$ cat config.mk
export PLATFORM = sky130hd
export DESIGN_NAME = onehot_rr_arbiter
export DESIGN_NICKNAME = d
export VERILOG_FILES = /design/src/rtl/onehot_rr_arbiter.sv
export SDC_FILE = /design/constraint.sdc
export NUM_CORES = 1
export LEC_CHECK = 0
export CAP_MARGIN = 40
export CORE_MARGIN = 10
export CORE_UTILIZATION = 30
export DETAILED_ROUTE_END_ITERATION = 8
export GPL_ROUTABILITY_DRIVEN = 0
export PLACE_DENSITY = 0.48
export SYNTH_ARGS = -nofsm -noshare
export SYNTH_HDL_FRONTEND = slang
export SYNTH_SLANG_ARGS = --single-unit
export TNS_END_PERCENT = 50
$ cat constraint.sdc
create_clock -name clk -period 3.2 [get_ports clk]
set_input_delay 0.8 -clock clk [delete_from_list [all_inputs] [get_ports clk]]
set_output_delay 0.8 -clock clk [all_outputs]
set_load 0.005 [all_outputs]
$ cat src/rtl/onehot_rr_arbiter.sv
// Eight-way round-robin arbiter with a registered one-hot grant and binary owner index.
// Define ARB_TIMEOUT_EN to add a hold-time limit that forces release after HOLD_MAX grant cycles.
module onehot_rr_arbiter #(
  parameter int N        = 8,
  parameter int IDX_W    = 3,
  parameter int HOLD_MAX = 16
) (
  input  logic             clk,
  input  logic             rst_n,
  input  logic [N-1:0]     req,
  input  logic             done,
  output logic [N-1:0]     gnt,
  output logic [IDX_W-1:0] gnt_idx,
  output logic             gnt_valid,
  output logic             timeout
);

  typedef enum logic {
    IDLE,
    GRANT
  } state_t;

  state_t           state, state_d;
  logic [IDX_W-1:0] ptr, ptr_d;
  logic [IDX_W-1:0] idx_d;
  logic             valid_d;
  logic [N-1:0]     gnt_d;
  logic [IDX_W-1:0] win_idx;
  logic [IDX_W-1:0] cand;
  logic             win_found;
  logic             release_req;

`ifdef ARB_TIMEOUT_EN
  localparam int               CNT_W     = $clog2(HOLD_MAX) + 1;
  localparam logic [CNT_W-1:0] HOLD_LAST = CNT_W'(HOLD_MAX - 1);

  logic [CNT_W-1:0] hold_cnt, cnt_d;
  logic             timeout_d;
`endif

  // Rotating priority search: ptr+1 first, ptr itself last.
  always_comb begin
    // NOTE: every combinational output gets a default first so no path infers a latch.
    win_found = 1'b0;
    win_idx   = ptr;
    cand      = '0;
    for (int i = 1; i <= N; i++) begin
      cand = ptr + IDX_W'(i);
      if (!win_found && req[cand]) begin
        win_found = 1'b1;
        win_idx   = cand;
      end
    end
  end

  assign release_req = done || !req[gnt_idx];

  always_comb begin
    state_d = state;
    ptr_d   = ptr;
    idx_d   = gnt_idx;
    valid_d = gnt_valid;
`ifdef ARB_TIMEOUT_EN
    cnt_d     = hold_cnt;
    timeout_d = 1'b0;
`endif
    case (state)
      IDLE: begin
        if (win_found) begin
          state_d = GRANT;
          ptr_d   = win_idx;
          idx_d   = win_idx;
          valid_d = 1'b1;
`ifdef ARB_TIMEOUT_EN
          cnt_d   = '0;
`endif
        end
      end
      GRANT: begin
        if (release_req) begin
          state_d = IDLE;
          valid_d = 1'b0;
        end
`ifdef ARB_TIMEOUT_EN
        // Forced release leaves ptr on the offender so it drops to lowest priority.
        else if (hold_cnt == HOLD_LAST) begin
          state_d   = IDLE;
          valid_d   = 1'b0;
          timeout_d = 1'b1;
        end else begin
          cnt_d = hold_cnt + 1'b1;
        end
`endif
      end
    endcase
    gnt_d = valid_d ? (N'(1) << idx_d) : '0;
  end

  always_ff @(posedge clk) begin
    if (!rst_n) begin
      state     <= IDLE;
      ptr       <= IDX_W'(N - 1);
      gnt_idx   <= '0;
      gnt_valid <= 1'b0;
      gnt       <= '0;
`ifdef ARB_TIMEOUT_EN
      hold_cnt  <= '0;
      timeout   <= 1'b0;
`endif
    end else begin
      // NOTE: non-blocking assignments so every register updates from pre-edge values.
      state     <= state_d;
      ptr       <= ptr_d;
      gnt_idx   <= idx_d;
      gnt_valid <= valid_d;
      gnt       <= gnt_d;
`ifdef ARB_TIMEOUT_EN
      hold_cnt  <= cnt_d;
      timeout   <= timeout_d;
`endif
    end
  end

`ifndef ARB_TIMEOUT_EN
  assign timeout = 1'b0;
`endif

endmodule

* Yosys cells after proc, flatten, opt, wreduce, memory -nomap -nowiden
Cells that the tools add are included.
Word-level totals: output and inout bits 13, input port bits 11, register bits 16
Operators by class: shift operators 1, $add $sub $neg 7, muxes and demuxes 42, reductions and logical operators 18, order comparisons 9, bitwise gates (word level) 1
Operators by type and width (number):
- 3-bit by 4-bit less-than comparator with 1-bit output, second input constant | 9
- 3-bit two-way mux | 10
- 1-bit binary-select mux with 3-bit select | 9
- 1-bit two-way mux | 21
- 3-bit adder, second input constant | 4
- 1-bit zero test | 8
- 1-bit by 3-bit left shift with 8-bit output, first input constant | 1
- 1-bit logical AND | 7
- 3-bit by 2-bit adder with 3-bit output, second input constant | 2
- 1-bit case mux with 2 select lines | 2
- 2-bit AND reduction | 2
- 3-bit by 1-bit adder with 3-bit output, second input constant | 1
- 1-bit logical OR | 1
- 1-bit NOT | 1

* Longest topological paths before layout
Gate-level depths: netlist of the first run.
depth in word-level cells 28, depth in mapped cells 15, depth with buffers taken out 10

* Least setup slack after synthesis of the first run
Ideal clock, no wire load.
path kind reg2reg, start point register ptr[0], end point register gnt[0], setup time 78 ps, cell stages (with the launch flop) 13, path buffers 3, arrival time 3410 ps, setup slack -288 ps, cell sequence dfxtp_1 > buf_2 > inv_2 > buf_1 > ha_1 > buf_2 > mux2_2 > mux4_2 > nor3_4 > a31oi_2 > and3_4 > or4b_4 > nor3_1
On the way: cells in the longest elaborated chain, start to end 28, elaborated cells between the ends (all ways) 59
Ends and longest elaborated chain:
- start: declaration | RTL line 24 | logic [IDX_W-1:0] ptr, ptr_d;
- start signal: assignment | RTL line 102 | ptr <= IDX_W'(N - 1);
- start signal: assignment | RTL line 113 | ptr <= ptr_d;
- 3-bit by 1-bit adder with 3-bit output | RTL line 48 | cand = ptr + IDX_W'(i);
- 1-bit binary-select mux with 3-bit select | RTL line 49 | if (!win_found && req[cand]) begin
- 1-bit two-way mux (not written as such) | RTL line 49
- 1-bit two-way mux | RTL line 49
- 1-bit zero test | RTL line 49
- 1-bit logical AND | RTL line 49
- 1-bit two-way mux | RTL line 49
- 1-bit zero test | RTL line 49
- (+12 left out)
- 1-bit logical AND | RTL line 49
- 1-bit two-way mux | RTL line 49
- 1-bit zero test | RTL line 49
- 1-bit logical AND | RTL line 49
- 1-bit two-way mux / 3-bit two-way mux (equally long branches) | RTL line 49
- 1-bit two-way mux / 3-bit two-way mux (equally long branches) | RTL line 69 | if (win_found) begin
- 1-bit case mux with 2 select lines / 3-bit two-way mux (equally long branches) | RTL line 67 | case (state)
- 2-bit AND reduction (no line) / 1-bit by 3-bit left shift with 8-bit output (equally long branches)
- end signal: assignment | RTL line 116 | gnt <= gnt_d;
- end: declaration | RTL line 12 | output logic [N-1:0] gnt,
Several ways; a longest one is shown, not always the timed one. The select of a mux whose other input is x is not followed. A chain may end at the register's enable or synchronous reset.

* Worst setup path in the final report of the first run
start point register ptr[1], end point register gnt[4]
Same word-level chain as after synthesis.

==> results of run 1 <==
power by group through the flow:
stage | Clock, mW | Combinational [mW] | Sequential, mW
2_1_floorplan | 0 | 1.59 | 0.302
3_3_place_gp | 0 | 2.21 | 0.325
3_5_place_dp | 0 | 2.26 | 0.325
4_1_cts | 0.178 | 2.28 | 0.322
5_1_grt | 0.193 | 2.59 | 0.332
6_report | 0.174 | 2.40 | 0.321
through the flow:
| step | setup slack (ns) | instances | setup TNS, ns | hold WS, ns |
|---|---|---|---|---|
| global placement | -0.505 | 310 | -5.33 | 0.544 |
| CTS | 0.0167 | 317 | 0 | 0.553 |
| floorplan | -0.000724 | 189 | -0.000724 | 0.515 |
| global route | -0.00813 | 322 | -0.00813 | 0.610 |
| finish | 0.115 | 322 | 0 | 0.550 |
| detailed placement | -0.556 | 310 | -5.95 | 0.544 |
logic make-up (layout without fill, tap and decap cells):
group                    Yosys count  count (layout)  share of synthesized area (%)
AND/OR/NAND/NOR                   54              54                           16.3
multiplexers                      47              47                           39.5
AO/OA/AOI/OAI                     40              40                           17.5
buffers and inverters             25              83                           6.13
flip-flops                        16              16                           16.9
XOR/XNOR                           4               4                           2.24
adder cells (fa/ha/maj)            2               2                           1.32
other                              1               1                          0.197
layout make-up:
cell class / count / area, um^2 / area share [%]
well taps: 75 / 93.8 / 3.60
multi-input cells: 148 / 1530 / 58.7
inverters: 4 / 22.5 / 0.865
repair buffers: 75 / 582 / 22.3
clock buffers: 4 / 55.1 / 2.11
flip-flops and latches: 16 / 322 / 12.3
metal layers:
metal / share of wire (%) / GRT usage (%) / routed length, um / up-vias
met5: 0 / 0 / 0 / -
met4: 2.6 / 4.74 / 151 / 0
met3: 4.4 / 2.08 / 253 / 12
met2: 52 / 20.5 / 3000 / 49
met1: 41 / 12.9 / 2320 / 875
li1: - / - / - / 859
sequential cells by signal, summed over array words and instances, names as in the netlist:
| name | count |
|---|---|
| gnt | 8 |
| gnt_idx | 3 |
| ptr | 3 |
| gnt_valid | 1 |
| state | 1 |
layout by cell type (no fill, tap or decap), types with 4 or more instances in the layout:
master	Yosys	routed
sky130_fd_sc_hd__clkdlybuf4s50_1	0	14
sky130_fd_sc_hd__mux2i_1	16	16
sky130_fd_sc_hd__clkbuf_2	0	8
sky130_fd_sc_hd__nand2_1	13	13
sky130_fd_sc_hd__buf_4	2	52
sky130_fd_sc_hd__clkbuf_8	0	4
sky130_fd_sc_hd__dfxtp_1	16	15
sky130_fd_sc_hd__mux4_2	17	17
sky130_fd_sc_hd__mux2_4	1	5
sky130_fd_sc_hd__nand3_1	7	7
sky130_fd_sc_hd__nor2_1	4	4
sky130_fd_sc_hd__mux2_2	10	6
sky130_fd_sc_hd__o21ai_0	5	4
sky130_fd_sc_hd__nor3_1	9	7
synthesized netlist by cell type (2+ instances only):
library cell | instances | area [um^2]
sky130_fd_sc_hd__mux4_2 | 17 | 383
sky130_fd_sc_hd__dfxtp_1 | 16 | 320
sky130_fd_sc_hd__mux2i_1 | 16 | 160
sky130_fd_sc_hd__nand2_1 | 13 | 48.8
sky130_fd_sc_hd__clkbuf_1 | 11 | 41.3
sky130_fd_sc_hd__mux2_2 | 10 | 113
sky130_fd_sc_hd__nor3_1 | 9 | 45.0
sky130_fd_sc_hd__nand3_1 | 7 | 35.0
sky130_fd_sc_hd__buf_2 | 6 | 30.0
sky130_fd_sc_hd__o21ai_0 | 5 | 25.0
sky130_fd_sc_hd__and2_1 | 4 | 25.0
sky130_fd_sc_hd__nor2_1 | 4 | 15.0
sky130_fd_sc_hd__a21oi_1 | 3 | 15.0
sky130_fd_sc_hd__inv_1 | 3 | 11.3
sky130_fd_sc_hd__mux4_1 | 3 | 78.8
sky130_fd_sc_hd__nand2b_1 | 3 | 18.8
sky130_fd_sc_hd__a211oi_1 | 2 | 15.0
sky130_fd_sc_hd__a21boi_0 | 2 | 15.0
sky130_fd_sc_hd__a221o_1 | 2 | 20.0
sky130_fd_sc_hd__a32oi_1 | 2 | 17.5
sky130_fd_sc_hd__buf_4 | 2 | 15.0
sky130_fd_sc_hd__ha_1 | 2 | 25.0
sky130_fd_sc_hd__o211ai_1 | 2 | 15.0
sky130_fd_sc_hd__o21bai_1 | 2 | 15.0
sky130_fd_sc_hd__o31a_1 | 2 | 17.5
sky130_fd_sc_hd__o31ai_1 | 2 | 15.0
sky130_fd_sc_hd__or3_1 | 2 | 12.5
sky130_fd_sc_hd__xor2_1 | 2 | 17.5
worst paths after layout:
path | endpoint | from | depth (start not counted)
hold / removal | gnt_valid$_SDFF_PN0_ | gnt_valid$_SDFF_PN0_ | 2
hold reg to reg | gnt_valid$_SDFF_PN0_ | gnt_valid$_SDFF_PN0_ | 2
setup reg to reg | gnt[4]$_SDFF_PN0_ | ptr[1]$_SDFFE_PN1P_ | 10
setup / recovery | gnt[4]$_SDFF_PN0_ | ptr[1]$_SDFFE_PN1P_ | 10
what timing repair did:
item,CTS,global route
pin swaps,1,5
setup endpoints to repair,13,7
resized for setup,8,22
buffers inserted,3,5
worst max-delay path, cell delays in order, from the launching register on:
cell                       delay, ns
sky130_fd_sc_hd__dfxtp_1        0.36
sky130_fd_sc_hd__buf_4          0.30
sky130_fd_sc_hd__ha_1           0.28
sky130_fd_sc_hd__xnor2_2        0.15
sky130_fd_sc_hd__mux4_2         0.57
sky130_fd_sc_hd__or2_1          0.25
sky130_fd_sc_hd__a21o_1         0.20
sky130_fd_sc_hd__o211ai_2       0.10
sky130_fd_sc_hd__nor4b_2        0.08
sky130_fd_sc_hd__or4b_4         0.54
sky130_fd_sc_hd__nor3_1         0.19
==> summary.txt, run 1 <==
Power
  • Switching share of total power: 43.2%
  • Net switching power of the design: 1.25 mW
  • Worst VDD drop: 0.402 mV
  • Sequential power share: 11.1%
  • Share of power burned in combinational logic: 82.9%
  • Part of the total power dissipated in the clock network: 6.0%
  • Pwr/cell area: 1110 nW/um^2
  • Internal cell power: 1.64 mW
  • Static Leakage: 1.05 nW
  • Total power: 2.89 mW

Worst setup path
  • Crit path max fanout: 22
  • Register-to-register setup slack: 0.12 ns
  • Type of origin of the critical path: flip-flop
  • Critical path arrival: 3.26 ns
  • Critical path class: reg -> reg
  • Worst path required time: 3.37 ns
  • CP Capture Type: flip-flop

Floorplan
  • Die Footprint: 9910 um^2
  • Starting density of the core: 31.5%
  • Die span in y: 99.6 um
  • Total I/O pin count: 24
  • Total number of placement rows: 28
  • DIE WIDTH: 99.6 um
  • Core outline area: 6030 um^2

Global routing
  • Pin count of the biggest net entering global routing: 23
  • Aggregate global routing overflow: 0
  • First-pass GRT wire length: 9.62 mm
  • Antenna violations before repair: 0
  • Global Route Usage Sum: 11.4%
  • Vias in the first global route: 1903

Clock tree
  • CTS Hold Bufs: 0
  • Cts bufs inserted: 3
  • Root Buffer Master: sky130_fd_sc_hd__clkbuf_8
  • Worst-case clock buffer depth: 2
  • Total clock sinks: 16
  • Clock-pin slew reported for the worst setup and hold paths after clock tree synthesis: 0.06 ns
  • Clock tree from TritonCTS: done
  • Max H-tree Level: 1
  • Clock latency on the worst-skew pair: 0.25 ns

STA
  • Final clock period utilization by the worst path: 96.4%
  • Worst relative slew slack: 65.0%
  • Transition time at the pin with the least slew margin: 0.522 ns
  • Final Skew: 0.00356 ns
  • Shortest period the worst path allows: 3.08 ns
  • Fin. Hold Viols: 0
  • Setup violation total in the final timing report: 0
  • Final Slew Violations: 0
  • Max Clk Rate: 0.324 GHz

Yosys
  • Number of synthesized flops with an enable pin: 0
  • Post-synthesis sequential area ratio: 16.9%
  • Syn avg cell area: 10.0 um^2
  • Number of distinct library cells after synthesis: 63
  • Post-Synthesis Net Count: 202
  • Synthesized flop and latch total: 16
  • Post-synth top flop: sky130_fd_sc_hd__dfxtp_1
  • Post-Synthesis Cell Area: 1900 um^2
  • Number of instances in the synthesized netlist: 189
  • Share of flip-flops with an asynchronous set or reset: 0%
  • Yosys warns: 0

Routing
  • Final WL: 5.72 mm
  • Vias per inst: 5.57
  • Overall via count from detail_route: 1795
  • Average wire per cell in the routed design: 17.8 um
  • DRT iter0 DRCs: 62
  • Count of antenna-violating nets left after detailed routing: 0
  • Number of iterations in the first detailed-routing pass: 4
  • DRC violation count after routing: 0

Finish
  • Utilization of the core after routing: 43.2%
  • Layout cell share with drive strength beyond 1: 45.7%
  • Fin nets: 261
  • Area growth from synthesis to layout: 37.1%
  • Antenna diode instance count: 0
  • Cell area after layout: 2600 um^2
  • Filler cell count: 593

Placed design
  • Placed Area: 2510 um^2
  • Count of buffers from port buffering: 22
  • Final HPWL from detailed placement: 4.69 mm

Run status
  • Result of the run: complete, no violations

Hold path
  • Type of the tightest min-delay check: reg -> reg

Job
  • Max Cap Violations: 0
(Power assumes the default switching activity.)
==> inputs of run 2 (changes only) <==
--- a/config.mk
+++ b/config.mk
@@ -11,6 +11,7 @@
 export DETAILED_ROUTE_END_ITERATION = 8
 export GPL_ROUTABILITY_DRIVEN = 0
 export PLACE_DENSITY = 0.48
+export SLEW_MARGIN = 30
 export SYNTH_ARGS = -nofsm -noshare
 export SYNTH_HDL_FRONTEND = slang
 export SYNTH_SLANG_ARGS = --single-unit
==> results of run 2 <==
The final DEF is identical to that of run 1; final timing and power are the same.
==> inputs of run 3 (changes only) <==
--- a/config.mk
+++ b/config.mk
@@ -7,12 +7,12 @@
 export LEC_CHECK = 0
 export CAP_MARGIN = 40
 export CORE_MARGIN = 10
-export CORE_UTILIZATION = 30
+export CORE_UTILIZATION = 40
 export DETAILED_ROUTE_END_ITERATION = 8
 export GPL_ROUTABILITY_DRIVEN = 0
-export PLACE_DENSITY = 0.48
+export PLACE_DENSITY = 0.61
 export SLEW_MARGIN = 30
 export SYNTH_ARGS = -nofsm -noshare
 export SYNTH_HDL_FRONTEND = slang
 export SYNTH_SLANG_ARGS = --single-unit
-export TNS_END_PERCENT = 50
+export TNS_END_PERCENT = 5
==> run 3 against run 2 <==
Against the previous run:
- die area down 20%
- clock skew about the same
- first-iteration DRC count rose by 120%
- clock-buffer cell count fell by 1
- cell count down 11%
- critical path type is now in -> reg
- total power fell by 7.2%
- global-route usage is 2.7 points higher
==> summary.txt, run 3 (synthesis gave the netlist of run 1 again) <==
Global routing
  • First-pass GRT wire length: 8.76 mm (-8.9%)
  • Global Route Usage Sum: 14.1% (+2.7 points)
  • Aggregate global routing overflow: 0 (unchanged)
  • Vias in the first global route: 1847 (-2.9%)
  • Pin count of the biggest net entering global routing: 23 (unchanged)
  • Antenna violations before repair: 0 (unchanged)

Finish
  • Area growth from synthesis to layout: 28.5%
  • Largest register by flop count: gnt
  • Post-route non-filler standard cell count: 285 (-11%)
  • Fin nets: 246 (-5.7%)
  • Largest registers in the final layout: gnt: 8 flops, gnt_idx: 3 flops, ptr: 3 flops
  • Filler cell count: 424 (-28%)
  • Most frequent cells in the layout: sky130_fd_sc_hd__buf_4, sky130_fd_sc_hd__mux4_2, sky130_fd_sc_hd__mux2i_1
  • Antenna diode instance count: 0 (unchanged)
  • Most common cell after layout, fill and taps aside: sky130_fd_sc_hd__buf_4
  • Max reg flops: 8 (unchanged)
  • Layout cell share with drive strength beyond 1: 39.4% (-6.4 points)

Power
  • Pwr/cell area: 1100 nW/um^2 (-1.1%)
  • Total power: 2.68 mW (-7.2%)
  • Static Leakage: 0.961 nW (-8.9%)
  • Switching share of total power: 44.9% (+1.7 points)
  • Worst VDD drop: 0.470 mV (+17%)
  • Part of the total power dissipated in the clock network: 5.4% (-0.6 points)
  • Share of power burned in combinational logic: 82.7% (-0.2 points)
  • Sequential power share: 11.9% (+0.8 points)
  • Net switching power of the design: 1.20 mW (-3.6%)
  • Internal cell power: 1.48 mW (-10%)

Routing
  • DRC violation count after routing: 0 (unchanged)
  • Vias per inst: 6.18 (+11%)
  • Overall via count from detail_route: 1760 (-1.9%)
  • Average wire per cell in the routed design: 19.8 um (+11%)
  • Highest routed layer: met4
  • Count of antenna-violating nets left after detailed routing: 0 (unchanged)
  • Met2 Routed Length: 2.90 mm (-3.4%)
  • Routed length on met3: 230 um (-9.1%)
  • Final WL: 5.63 mm (-1.6%)
  • Met1 wire length: 2.20 mm (-5.3%)
  • DRT iter0 DRCs: 138 (+120%)
  • Number of iterations in the first detailed-routing pass: 4 (unchanged)

STA
  • Final Skew: 0.00340 ns (-0.000164 ns)
  • Worst relative slew slack: 64.9% (-0.11 points)
  • Final Slew Violations: 0 (unchanged)
  • Fin. Hold Viols: 0 (unchanged)
  • Setup violation total in the final timing report: 0 (unchanged)
  • Final clock period utilization by the worst path: 98.0% (+1.6 points)
  • Shortest period the worst path allows: 3.14 ns (+0.0524 ns)
  • RSZ-0062 raised after global routing: yes
  • Max Clk Rate: 0.319 GHz (-1.7%)
  • Transition time at the pin with the least slew margin: 0.522 ns (+0.000374 ns)

Clock tree
  • Root Buffer Master: sky130_fd_sc_hd__clkbuf_8
  • Cts bufs inserted: 3 (unchanged)
  • Worst-case clock buffer depth: 2 (unchanged)
  • Clock tree from TritonCTS: done
  • Max H-tree Level: 1 (unchanged)
  • Clock latency on the worst-skew pair: 0.24 ns (about the same)
  • Total clock sinks: 16 (unchanged)
  • CTS Hold Bufs: 0 (unchanged)
  • Clock-pin slew reported for the worst setup and hold paths after clock tree synthesis: 0.06 ns (about the same)

Hold path
  • Start point of the worst hold path: gnt_valid$_SDFF_PN0_
  • Hold path depth: 2 (unchanged)
  • Hold Path End: gnt_valid$_SDFF_PN0_
  • Type of the tightest min-delay check: reg -> reg

Worst setup path
  • Crit path max fanout: 6 (-73%)
  • R2R depth: 10 (unchanged)
  • Critical register-to-register path endpoint: gnt[4]$_SDFF_PN0_
  • CP Capture Type: flip-flop
  • Critical path arrival: 3.30 ns (+0.04 ns)
  • Startpoint of the lowest-slack register-to-register path: ptr[0]$_SDFFE_PN1P_
  • Worst path required time: 3.36 ns (about the same)
  • Type of origin of the critical path: primary input
  • Register-to-register setup slack: 0.13 ns (about the same)
  • Critical path class: in -> reg

Run status
  • Result of the run: complete, no violations

Placed design
  • # placed instances: 281 (-9.4%)
  • Count of buffers from port buffering: 22 (unchanged)
  • Final HPWL from detailed placement: 4.58 mm (-2.3%)

Floorplan
  • Starting density of the core: 40.8% (+9.2 points)
  • DIE WIDTH: 88.9 um (-11%)
  • Core outline area: 4660 um^2 (-23%)
  • Total I/O pin count: 24 (unchanged)
  • Total number of placement rows: 25 (-11%)
  • Die Footprint: 7900 um^2 (-20%)
  • Die span in y: 88.9 um (-11%)

Job
  • Max Cap Violations: 0 (unchanged)
run 3: cell count changes in the layout (fill, tap and decap cells not counted), sizes merged:
cell         change
dlygate4sd2      +4
clkbuf           -5
buf             -15
run 3: worst max-delay path by stage:
stage	to	cells past startpoint	start
after floorplan	gnt[0]$_SDFF_PP0_	13	ptr[0]$_SDFFE_PN1P_
after global placement	gnt[4]$_SDFF_PN0_	9	req[0]
after CTS	gnt[4]$_SDFF_PN0_	11	ptr[0]$_SDFFE_PN1P_
after global routing	gnt[4]$_SDFF_PN0_	9	req[1]
after detailed placement	gnt[4]$_SDFF_PN0_	9	req[0]
final	gnt[4]$_SDFF_PN0_	9	req[2]
run 3: final cells by class:
| cell class | count | area [um^2] | area share, % |
|---|---|---|---|
| inverters | 4 | 17.5 | 0.718 |
| clock buffers | 3 | 41.3 | 1.69 |
| multi-input cells | 148 | 1510 | 61.8 |
| flip-flops and latches | 16 | 322 | 13.2 |
| repair buffers | 60 | 484 | 19.8 |
| well taps | 54 | 67.6 | 2.77 |
run 3: power by group through the flow:
stage / logic [mW] / registers (mW) / clock network (mW)
5_1_grt: 2.38 / 0.329 / 0.156
3_3_place_gp: 2.09 / 0.323 / 0
4_1_cts: 2.18 / 0.321 / 0.148
6_report: 2.22 / 0.320 / 0.144
2_1_floorplan: 1.54 / 0.301 / 0
3_5_place_dp: 2.15 / 0.325 / 0
run 3: stage by stage:
stage          cell area (um^2)  setup TNS (ns)  hold slack (ns)  utilization [%]  worst slack, ns
6_report                   2440               0            0.541             52.4           0.0629
5_1_grt                    2440         -0.0794            0.582             52.4          -0.0250
4_1_cts                    2440               0            0.538             52.3           0.0131
3_5_place_dp               2390           -5.42            0.530             51.3           -0.471
3_3_place_gp               2390           -4.21            0.523             51.3           -0.372
2_1_floorplan              1950          -0.122            0.515                -          -0.0306
run 3: worst max-delay path, stage by stage:
cell and delay, ns:
sky130_fd_sc_hd__dlygate4sd2_1 0.31, sky130_fd_sc_hd__mux4_2 0.51, sky130_fd_sc_hd__or2_2 0.35, sky130_fd_sc_hd__a41oi_4 0.19, sky130_fd_sc_hd__buf_4 0.16, sky130_fd_sc_hd__nand3_1 0.10, sky130_fd_sc_hd__nor4b_2 0.20, sky130_fd_sc_hd__or4b_4 0.52
sky130_fd_sc_hd__nor3_1 0.15
run 3: timing repair:
| action | CTS | global route |
|---|---|---|
| setup buffers | 1 | 0 |
| gates resized for setup | 11 | 12 |
| pin swaps | 0 | 1 |
| setup endpoints to repair | 12 | 10 |
run 3: layer usage:
metal	GRT usage (%)	vias up
met5	0	-
met4	9.69	0
met3	2.01	21
met2	26.5	58
met1	14.0	852
li1	-	829
